### src/rtl/lens_link_pkg.sv
// Shared constants and types for the host <-> lens-control serial link.
// Latency: n/a (package only).
// Backpressure: n/a (package only).
//
// Contents: frame header bytes, checksum seed, one-hot responder states,
// response-byte index type, status snapshot struct and checksum helper.
package lens_link_pkg;

    localparam logic [7:0] REQ_HDR  = 8'h77;
    localparam logic [7:0] RSP_HDR  = 8'h55;
    localparam logic [7:0] CHK_SEED = 8'hAA;

    // One-hot responder states
    typedef enum logic [7:0] {
        ST_HUNT      = 8'b0000_0001,
        ST_GET_C1    = 8'b0000_0010,
        ST_GET_C2    = 8'b0000_0100,
        ST_GET_V     = 8'b0000_1000,
        ST_CHECK     = 8'b0001_0000,
        ST_DELAY     = 8'b0010_0000,
        ST_SEND      = 8'b0100_0000,
        ST_WAIT_DONE = 8'b1000_0000
    } lens_state_e;

    // Index of the response byte being sent: 0 = header, 1..4 = D1..D4
    typedef logic [2:0] rsp_idx_t;
    localparam rsp_idx_t RSP_LAST = 3'd4;

    // Status bytes frozen for the duration of one response
    typedef struct packed {
        logic [7:0] d1;
        logic [7:0] d2;
        logic [7:0] d3;
    } rsp_snap_t;

    // Expected request check byte for a given C1/C2 pair
    function automatic logic [7:0] req_chk(input logic [7:0] c1, input logic [7:0] c2);
        return CHK_SEED ^ c1 ^ c2;
    endfunction

endpackage

### src/rtl/lens_gap_timer.sv
// Down-counting interval timer: expired is high once LIMIT enabled cycles have elapsed since clr.
// Latency: clr takes effect on the next clock; expired is combinational from the count.
// Backpressure: none; counter saturates at zero and holds until cleared.
//
// Ports: clk, rst (async, active-high); clr reloads the count; en decrements
// it by one per cycle; expired flags a zero count.
module lens_gap_timer #(
    parameter int unsigned LIMIT = 16
) (
    input  logic clk,
    input  logic rst,
    input  logic clr,
    input  logic en,
    output logic expired
);

    localparam int unsigned     W    = (LIMIT > 1) ? $clog2(LIMIT) : 1;
    // Loaded with LIMIT-1 so that expired is seen in the LIMIT-th counted cycle
    localparam logic [W-1:0]    LOAD = W'(LIMIT - 1);

    logic [W-1:0] cnt;

    always_ff @(posedge clk or posedge rst) begin
        if (rst) begin
            cnt <= LOAD;
        end else if (clr) begin
            cnt <= LOAD;
        end else if (en && (cnt != '0)) begin
            cnt <= cnt - W'(1);
        end
    end

    assign expired = (cnt == '0);

endmodule

### src/rtl/lens_ctrl_responder.sv
// Lens-control request parser and status responder (4-byte request in, 5-byte status out).
// Latency: cmd_valid/frame_err one cycle after the last request byte; first tx_wr RESP_DELAY cycles after cmd_valid.
// Backpressure: each response byte waits for tx_done; rx bytes arriving while responding are dropped.
//
// Ports: rx_data/rx_valid from the UART receiver; tx_data/tx_wr/tx_done to the
// UART transmitter; zoom_pos and *_lim/*_sta status inputs; cmd_* decoded
// request fields with cmd_valid; frame_err on bad format/checksum; busy while
// a frame is in progress.
module lens_ctrl_responder
    import lens_link_pkg::*;
#(
    parameter int unsigned GAP_TIMEOUT = 20000,
    parameter int unsigned RESP_DELAY  = 32
) (
    input  logic       clk,
    input  logic       rst,
    input  logic [7:0] rx_data,
    input  logic       rx_valid,
    output logic [7:0] tx_data,
    output logic       tx_wr,
    input  logic       tx_done,
    input  logic [7:0] zoom_pos,
    input  logic [1:0] view_lim,
    input  logic [1:0] foc_lim,
    input  logic [1:0] iris_lim,
    input  logic [1:0] view_sw_sta,
    input  logic [1:0] foc_sta,
    input  logic       touwu_sta,
    output logic       cmd_valid,
    output logic [1:0] cmd_self_check,
    output logic [1:0] cmd_video_sw_sta,
    output logic [1:0] cmd_focus_sta,
    output logic       cmd_touwu,
    output logic [7:0] cmd_pre_view,
    output logic       frame_err,
    output logic       busy
);

    lens_state_e state_q, state_nx;
    rsp_idx_t    idx_q, idx_nx;

    // C1[7] is always zero for an accepted C1, so only the low 7 bits are kept
    logic [6:0]  c1_q;
    logic [7:0]  c2_q;
    logic        chk_ok_q, chk_ok_nx;
    rsp_snap_t   snap_q, snap_in;

    logic        c1_ld, c2_ld, cmd_ld, err_set;
    logic        frame_good;
    logic [7:0]  rsp_byte;

    logic        in_get, in_dly;
    logic        gap_expired, dly_expired;

    // ------------------------------------------------------------------
    // Timers
    // ------------------------------------------------------------------
    assign in_get = (state_q == ST_GET_C1) || (state_q == ST_GET_C2) || (state_q == ST_GET_V);
    // The delay count runs through CHECK so the first tx_wr lands exactly
    // RESP_DELAY cycles after the cmd_valid cycle, even for RESP_DELAY = 1.
    assign in_dly = (state_q == ST_CHECK) || (state_q == ST_DELAY);

    lens_gap_timer #(.LIMIT(GAP_TIMEOUT)) u_gap_timer (
        .clk     (clk),
        .rst     (rst),
        .clr     (!in_get || rx_valid),
        .en      (in_get),
        .expired (gap_expired)
    );

    lens_gap_timer #(.LIMIT(RESP_DELAY)) u_dly_timer (
        .clk     (clk),
        .rst     (rst),
        .clr     (!in_dly),
        .en      (in_dly),
        .expired (dly_expired)
    );

    // ------------------------------------------------------------------
    // Checksum, status snapshot and response-byte mux
    // ------------------------------------------------------------------
    assign frame_good = (rx_data == req_chk({1'b0, c1_q}, c2_q));

    always_comb begin
        snap_in.d1 = {2'b11, view_lim, foc_lim, iris_lim};
        snap_in.d2 = zoom_pos;
        snap_in.d3 = {3'b000, touwu_sta, foc_sta, view_sw_sta};
    end

    always_comb begin
        rsp_byte = RSP_HDR;
        case (idx_nx)
            3'd1:    rsp_byte = snap_q.d1;
            3'd2:    rsp_byte = snap_q.d2;
            3'd3:    rsp_byte = snap_q.d3;
            3'd4:    rsp_byte = snap_q.d1 ^ snap_q.d2 ^ snap_q.d3;
            default: rsp_byte = RSP_HDR;
        endcase
    end

    // ------------------------------------------------------------------
    // Next-state logic
    // ------------------------------------------------------------------
    always_comb begin
        state_nx  = state_q;
        idx_nx    = idx_q;
        chk_ok_nx = chk_ok_q;
        c1_ld     = 1'b0;
        c2_ld     = 1'b0;
        cmd_ld    = 1'b0;
        err_set   = 1'b0;

        case (state_q)
            ST_HUNT: begin
                if (rx_valid && (rx_data == REQ_HDR)) begin
                    state_nx = ST_GET_C1;
                end
            end

            ST_GET_C1: begin
                if (rx_valid) begin
                    if (rx_data[7]) begin
                        err_set  = 1'b1;
                        state_nx = ST_HUNT;
                    end else begin
                        c1_ld    = 1'b1;
                        state_nx = ST_GET_C2;
                    end
                end else if (gap_expired) begin
                    state_nx = ST_HUNT;
                end
            end

            ST_GET_C2: begin
                if (rx_valid) begin
                    c2_ld    = 1'b1;
                    state_nx = ST_GET_V;
                end else if (gap_expired) begin
                    state_nx = ST_HUNT;
                end
            end

            ST_GET_V: begin
                // Verdict is registered here so cmd_valid/frame_err are
                // flops that are high during the CHECK cycle.
                if (rx_valid) begin
                    chk_ok_nx = frame_good;
                    cmd_ld    = frame_good;
                    err_set   = !frame_good;
                    state_nx  = ST_CHECK;
                end else if (gap_expired) begin
                    state_nx = ST_HUNT;
                end
            end

            ST_CHECK: begin
                idx_nx = '0;
                if (!chk_ok_q) begin
                    state_nx = ST_HUNT;
                end else if (dly_expired) begin
                    state_nx = ST_SEND;
                end else begin
                    state_nx = ST_DELAY;
                end
            end

            ST_DELAY: begin
                if (dly_expired) begin
                    state_nx = ST_SEND;
                end
            end

            ST_SEND: begin
                state_nx = ST_WAIT_DONE;
            end

            ST_WAIT_DONE: begin
                if (tx_done) begin
                    if (idx_q == RSP_LAST) begin
                        state_nx = ST_HUNT;
                    end else begin
                        idx_nx   = idx_q + 3'd1;
                        state_nx = ST_SEND;
                    end
                end
            end

            default: begin
                state_nx = ST_HUNT;
            end
        endcase
    end

    // ------------------------------------------------------------------
    // State and output registers
    // ------------------------------------------------------------------
    always_ff @(posedge clk or posedge rst) begin
        if (rst) begin
            state_q          <= ST_HUNT;
            idx_q            <= '0;
            c1_q             <= '0;
            c2_q             <= '0;
            chk_ok_q         <= 1'b0;
            snap_q           <= '0;
            cmd_valid        <= 1'b0;
            frame_err        <= 1'b0;
            cmd_self_check   <= '0;
            cmd_video_sw_sta <= '0;
            cmd_focus_sta    <= '0;
            cmd_touwu        <= 1'b0;
            cmd_pre_view     <= '0;
            tx_wr            <= 1'b0;
            tx_data          <= '0;
            busy             <= 1'b0;
        end else begin
            state_q   <= state_nx;
            idx_q     <= idx_nx;
            chk_ok_q  <= chk_ok_nx;
            cmd_valid <= cmd_ld;
            frame_err <= err_set;

            if (c1_ld) begin
                c1_q <= rx_data[6:0];
            end
            if (c2_ld) begin
                c2_q <= rx_data;
            end

            if (cmd_ld) begin
                cmd_self_check   <= c1_q[1:0];
                cmd_video_sw_sta <= c1_q[3:2];
                cmd_focus_sta    <= c1_q[5:4];
                cmd_touwu        <= c1_q[6];
                cmd_pre_view     <= c2_q;
            end

            // Status is frozen once per response, at the CHECK cycle
            if (state_q == ST_CHECK) begin
                snap_q <= snap_in;
            end

            tx_wr <= (state_nx == ST_SEND);
            if (state_nx == ST_SEND) begin
                tx_data <= rsp_byte;
            end

            busy <= (state_nx != ST_HUNT);
        end
    end

endmodule

### config.mk
export PLATFORM = sky130hd
export DESIGN_NAME = lens_ctrl_responder
export DESIGN_NICKNAME = d
export VERILOG_FILES = /design/src/rtl/lens_link_pkg.sv /design/src/rtl/lens_gap_timer.sv /design/src/rtl/lens_ctrl_responder.sv
export SDC_FILE = /design/constraint.sdc
export NUM_CORES = 1
export LEC_CHECK = 0
export ABC_AREA = 1
export ABC_CLOCK_PERIOD_IN_PS = 3700
export BUFFER_PORTS_ARGS = -buffer_cell sky130_fd_sc_hd__buf_4
export CAP_MARGIN = 0
export CELL_PAD_IN_SITES_DETAIL_PLACEMENT = 0
export CELL_PAD_IN_SITES_GLOBAL_PLACEMENT = 2
export CORE_ASPECT_RATIO = 0.7
export CORE_MARGIN = 1
export CORE_UTILIZATION = 37
export DETAILED_ROUTE_END_ITERATION = 8
export GPL_TIMING_DRIVEN = 0
export PLACE_DENSITY = 0.93
export REMOVE_ABC_BUFFERS = 1
export SETUP_SLACK_MARGIN = 0.5
export SLEW_MARGIN = 20
export SYNTH_ARGS = -nofsm -noshare
export SYNTH_HDL_FRONTEND = slang
export SYNTH_HIERARCHICAL = 1
export SYNTH_SLANG_ARGS = --single-unit
### constraint.sdc
create_clock -name clk -period 3.7 [get_ports clk]
set_input_delay 0.37 -clock clk [delete_from_list [all_inputs] [get_ports clk]]
set_output_delay 0.37 -clock clk [all_outputs]
set_load 0.01 [all_outputs]
After elaboration in Yosys (flattened, before gate mapping). Cells that the tools add are included. Widths: inputs -> output; s select.

Mux-type cells: 31. Bitwise operators: 4. Add/subtract/negate cells: 3. Reductions and logical operators: 15. Equal/unequal tests: 18.

Operator list (number): $pmux 8 s8 (1); $mux 8 (7); $pmux 8 s4 (1); $mux 15 (2); $eq 8x7->1 const B (3); $mux 7 (3); $xor 8x8->8 (2); $logic_not 15->1 (1); $reduce_bool 15->1 (1); $sub 15x1->15 const B (1); $mux 1 (10); $mux 5 (2); $mux 3 (3); $eq 8x1->1 const B (1); $eq 8x2->1 const B (1); $eq 8x3->1 const B (1); $eq 8x4->1 const B (1); $eq 8x5->1 const B (1); $eq 8x6->1 const B (1); $eq 8x8->1 (1); $eq 8x8->1 const B (1); $ne 8x1->1 const B (1); $xor 8x5->8 (1); $eq 3x2->1 const B (2); other kinds (15) (22).

Register bits: 94. Output and inout bits: 27. Logic and storage cells: 91.

Logic depth before layout (Yosys ltp).
Word-level depth: 6. Gate-level depth with buffers: 15. Depth with buffers taken out: 15.

Modules after synthesis. Netlist, hierarchy kept.

Modules (own cells, without submodules): lens_ctrl_responder (instances 1, cells an instance 449, sequential area each 1853.0 µm², area an instance 3727.3 µm²); lens_gap_timer at u_gap_timer (instances 1, cells an instance 145, sequential area each 386.6 µm², area an instance 983.4 µm²); lens_gap_timer at u_dly_timer (instances 1, cells an instance 42, sequential area each 131.4 µm², area an instance 319.1 µm²).

Worst setup path after synthesis. No wires, ideal clock.

Kind: flip-flop to flip-flop. From: register state_q[1]. To: register u_gap_timer.cnt[2]. Arrival: 1.879 ns. Setup slack: 1.745 ns. Library setup time: 0.075 ns. Cell stages (with the launch flop): 12. Clock period less this slack: 1.955 ns. Required time: 3.625 ns. Cells stage by stage: dfrtp_1 > inv_1 > nand2_1 > nor4_1 > nor2_1 > inv_1 > nand2_1 > inv_1 > clkbuf_1 > o21ai_0 > inv_1 > nand2_1.

Longest elaborated chain between the ends: 6. Elaborated cells between the ends (all ways): 10. Those cells by class: eq/ne: 3; mux: 1; reduce/logical: 6.

RTL lines: start: declaration (line lens_ctrl_responder.sv:39) `lens_state_e state_q, state_nx;`; start signal: assignment (line lens_ctrl_responder.sv:216) `state_q <= state_nx;`; $eq 8x2->1 / $eq 8x3->1 (equally long branches) (line lens_ctrl_responder.sv:58) `assign in_get = (state_q == ST_GET_C1) || (state_q == ST_GET_C2) || (state_q == ST_GET_V);`; $logic_or 1x1->1 (line lens_ctrl_responder.sv:58); $logic_or 1x1->1 * (line lens_ctrl_responder.sv:58); named net in_get (line lens_ctrl_responder.sv:52) `logic in_get, in_dly;`; $logic_not 1->1 (line lens_ctrl_responder.sv:66) `.clr (!in_get || rx_valid),`; $logic_or 1x1->1 (line lens_ctrl_responder.sv:66); $mux 15 / $reduce_bool 2->1 (equally long branches); end signal: assignment (line lens_gap_timer.sv:29) `cnt <= cnt - W'(1);`; end: declaration (line lens_gap_timer.sv:21) `logic [W-1:0] cnt;`.

The timed path passes the listed nets; every way through them passes the cells marked *. A chain may end at the register's enable or synchronous reset.

Worst setup path in the final report.
From: register state_q[0]. To: register tx_data[2].

Elaborated cells between the ends (all ways): 23. Those cells by class: eq/ne: 13; mux: 10.

RTL lines: $eq 8x8->1 (tied with other cells) (line lens_ctrl_responder.sv:113) `case (state_q)`; $pmux 8 s8 * (line lens_ctrl_responder.sv:113); named net state_nx[6] (line lens_ctrl_responder.sv:39); $eq 8x7->1 * (line lens_ctrl_responder.sv:243) `if (state_nx == ST_SEND) begin`; end signal: assignment (line lens_ctrl_responder.sv:244) `tx_data <= rsp_byte;`; end: declaration (line lens_ctrl_responder.sv:19) `output logic [7:0] tx_data,`.

Marked as above.

==> impl_results.md <==
- Status: finished, final reports clean
- CP peak stage delay: 0.56 ns
- Fin nets: 728
- Post-Syn Instances: 636
- Internal power: roughly 1700 µW
- ANT nets after route: 0
- Count leader, synth: nand2_1
- Seq pwr share: between 40% and 50%
- Post-CTS Resized: 2
- Main combinational cell family by area after synthesis: simple AND/OR/NAND/NOR gates
- Yosys reg bits: 94
- Vias per cell: 4.78
- Startpoint Class: flop
- Vias in the first global route: 4012
- CP bufs+invs: 3
- Simple-gate portion of the synthesized area: 35.1%
- Sw Ratio: 21.1%
- Slew HR: 36.6%
- Top achievable clock speed: 0.356 GHz
- Post-synth ARST share: 100%
- Worst setup path class: flop to flop
- Hold WC Path Type: input port to asynchronous set/reset pin
- Clock buffer count from CTS: 9
- TritonCTS Sinks: 94
- Synth Area per Inst: 7.91 µm²
- Max cap viols: 0
- Slew Limit Fails: 0
- Dpl cells: 866
- Combinational Power Share: under 10%
- Post-synthesis mux area share: 0%
- Deepest clock path buffer count: 2
- CP Capture Type: flop
- Main synth FF type: dfrtp_1
- Gr usage total: 17.4%
- Clk slew on worst S/H paths: 0.07 ns
- Slew at the pin with the worst max-slew slack: 0.943 ns
- CP Data Required Time: 3.93 ns
- FILL cells: 1341
- H-tree depth: 3
- Post-Syn Area: 5030 µm²
- WP data arrival: 3.04 ns
- Max VDD drop: ~0.23 mV
- DR iter-0 viols: 200
- Largest net degree at the start of global routing: 52
- PD cells: 352 nW/µm²
- Row count: 35
- Core area: 13200 µm²
- Detailed-placement wirelength estimate: 8240 µm
- Largest fanout on the critical path: 24
- First-pass GRT wire length: 19300 µm
- Die X: 141 µm
- Reg area: 2370 µm²
- Die height: 99.6 µm
- Total gr overflow: 0
- RSZ-0062 raised after global routing: false
- WL per Instance: 13.0 µm
- Post-synth EDFFs: 0
- Post-CTS Hold Buffers: 0
- Synth top cells by count: nand2_1, dfrtp_1, inv_1
- Slowest cell on crit path: dfstp_2
- Part of the cycle the worst path needs: about three quarters
- # DRC: 0
- IO Pins: 58
- Initial Util: a little under two fifths
- Post-CTS setup buffer count: 0
- NetSw: 445 µW
- Initial antenna violation count: 0
- Cell family with most CP delay: simple AND/OR/NAND/NOR gates
- CP cell instances: inv_1 -> nand2_1 -> nor2_1 -> nand2_2 -> clkinvlp_4 -> nand3_1 -> nand3_1 -> inv_2 -> o21bai_1 -> nand2_1
- Placer Congestion: 0.791
- Hold Fails Final Rpt: 0
- Number of diodes: 0
- Fin crit period: 2.81 ns
- Final WL: ~11000 µm
- Finished Layout Cells: roughly 880
- Synth top area cells: dfrtp_1, nand2_1, dfstp_2
- Syn. warnings: 6
- Post-synthesis sequential area ratio: 47.1%
- Clock Power Share: 46.3%
- Synth Area in Compound Gates: 5.15%
- CTS tree: done
- Share of cells above drive strength 1: 18.5%
- Netlist cell types: 44
- Post-synthesis adder-cell area fraction: less than 1%
- Share of the synthesized area in the top cell type: about 39%
- Multi-input gate area: 2340 µm²
- DR pass1 iterations: 4
- Clk_lat worst skew: 0.34 ns
- # setup viols final: 0
- Vias: 4214
- Pleak: 0.00305 µW
- Area leader, netlist: dfrtp_1
- Setup TNS: 0 ns
- Area delta synth->final: 19.0%
- Xor and xnor area share after synthesis: 5.05%
- Post-Layout Inst Area: 5980 µm²
- Root buffer cell: clkbuf_16
- Dpl cell area: around 5700 µm²
- Die ar.: 14100 µm²
- Clock skew: roughly 0.0084 ns
- Port-buffer cells: 57
## cell families (layout without fill, tap and decap cells)
family / count (synthesis) / after routing
AO/OA/AOI/OAI: 45 / 45
XOR/XNOR: 29 / 29
flip-flops: 94 / 94
AND/OR/NAND/NOR: 384 / 384
buffers and inverters: 80 / 141
adder cells (fa/ha/maj): 4 / 4
## power by group through the flow
stage / registers [µW] / clock network (µW) / logic, µW
final: 1040 / 975 / 95.3
after global routing: 1040 / 1050 / 108
after CTS: 1040 / 1010 / 98.8
after detailed placement: 1050 / 0 / 98.1
after global placement: 1060 / 0 / 92.3
after floorplan: 1050 / 0 / 44.4
## metrics by stage
stage          util, %  power [µW]  hold slack (ns)  setup WS [ns]
2_1_floorplan        -        1100            0.265           1.34
3_3_place_gp      42.5        1150            0.450          0.434
3_5_place_dp      42.8        1150            0.393          0.446
4_1_cts           45.2        2150           0.0313          0.926
5_1_grt           45.2        2200           0.0381          0.666
6_report          45.2        2110           0.0230          0.892
## path summary, 6_finish.rpt
path	from	end	slack [ns]	cells past startpoint
worst max-delay path	state_q[0]	tx_data[2]	0.89	10
worst min-delay path	rst	snap_q[17]	0.02	2
worst max register to register	state_q[0]	tx_data[2]	0.89	10
worst min register to register	u_dly_timer/cnt[4]	u_dly_timer/cnt[4]	0.47	2
max in group asynchronous	rst	state_q[0]	3.09	3
min in group clk	foc_lim[0]	snap_q[18]	0.22	3
## sequential cells by signal, indices dropped and copies added, names as in the netlist, 2 cells and up
signal,flops
cmd_focus_sta,2
idx_q,3
c2_q,8
cmd_video_sw_sta,2
state_q,8
snap_q,20
u_dly_timer/cnt,5
c1_q,7
cmd_pre_view,8
tx_data,8
cmd_self_check,2
u_gap_timer/cnt,15
## layer usage
layer	share of wire [%]	global-route usage [%]	vias up
li1	-	-	2144
met1	54	25.9	1987
met2	42	26.1	76
met3	3.8	3.61	7
met4	0.59	3.51	0
met5	0	0	-
## placed cells by master (no fill, tap or decap), types with 15 or more instances in the layout
master	n
nand4_1	28
dfrtp_1	79
xnor2_1	16
inv_1	58
nand2_1	242
nand3_1	37
nor2_1	31
o21ai_0	21
dfstp_2	15
buf_4	57
## final cells by class
| class | count | share of cell area [%] |
|---|---|---|
| Timing Repair Buffer | 58 | 7.61 |
| Inverter | 67 | 4.52 |
| Multi-Input combinational cell | 462 | 39.1 |
| Clock buffer | 10 | 3.83 |
| Clock inverter | 5 | 1.40 |
| Timing Repair inverter | 1 | 0.0836 |
| Tap cell | 185 | 3.87 |
| Sequential cell | 94 | 39.6 |
Power figures use the tool's default switching activity.
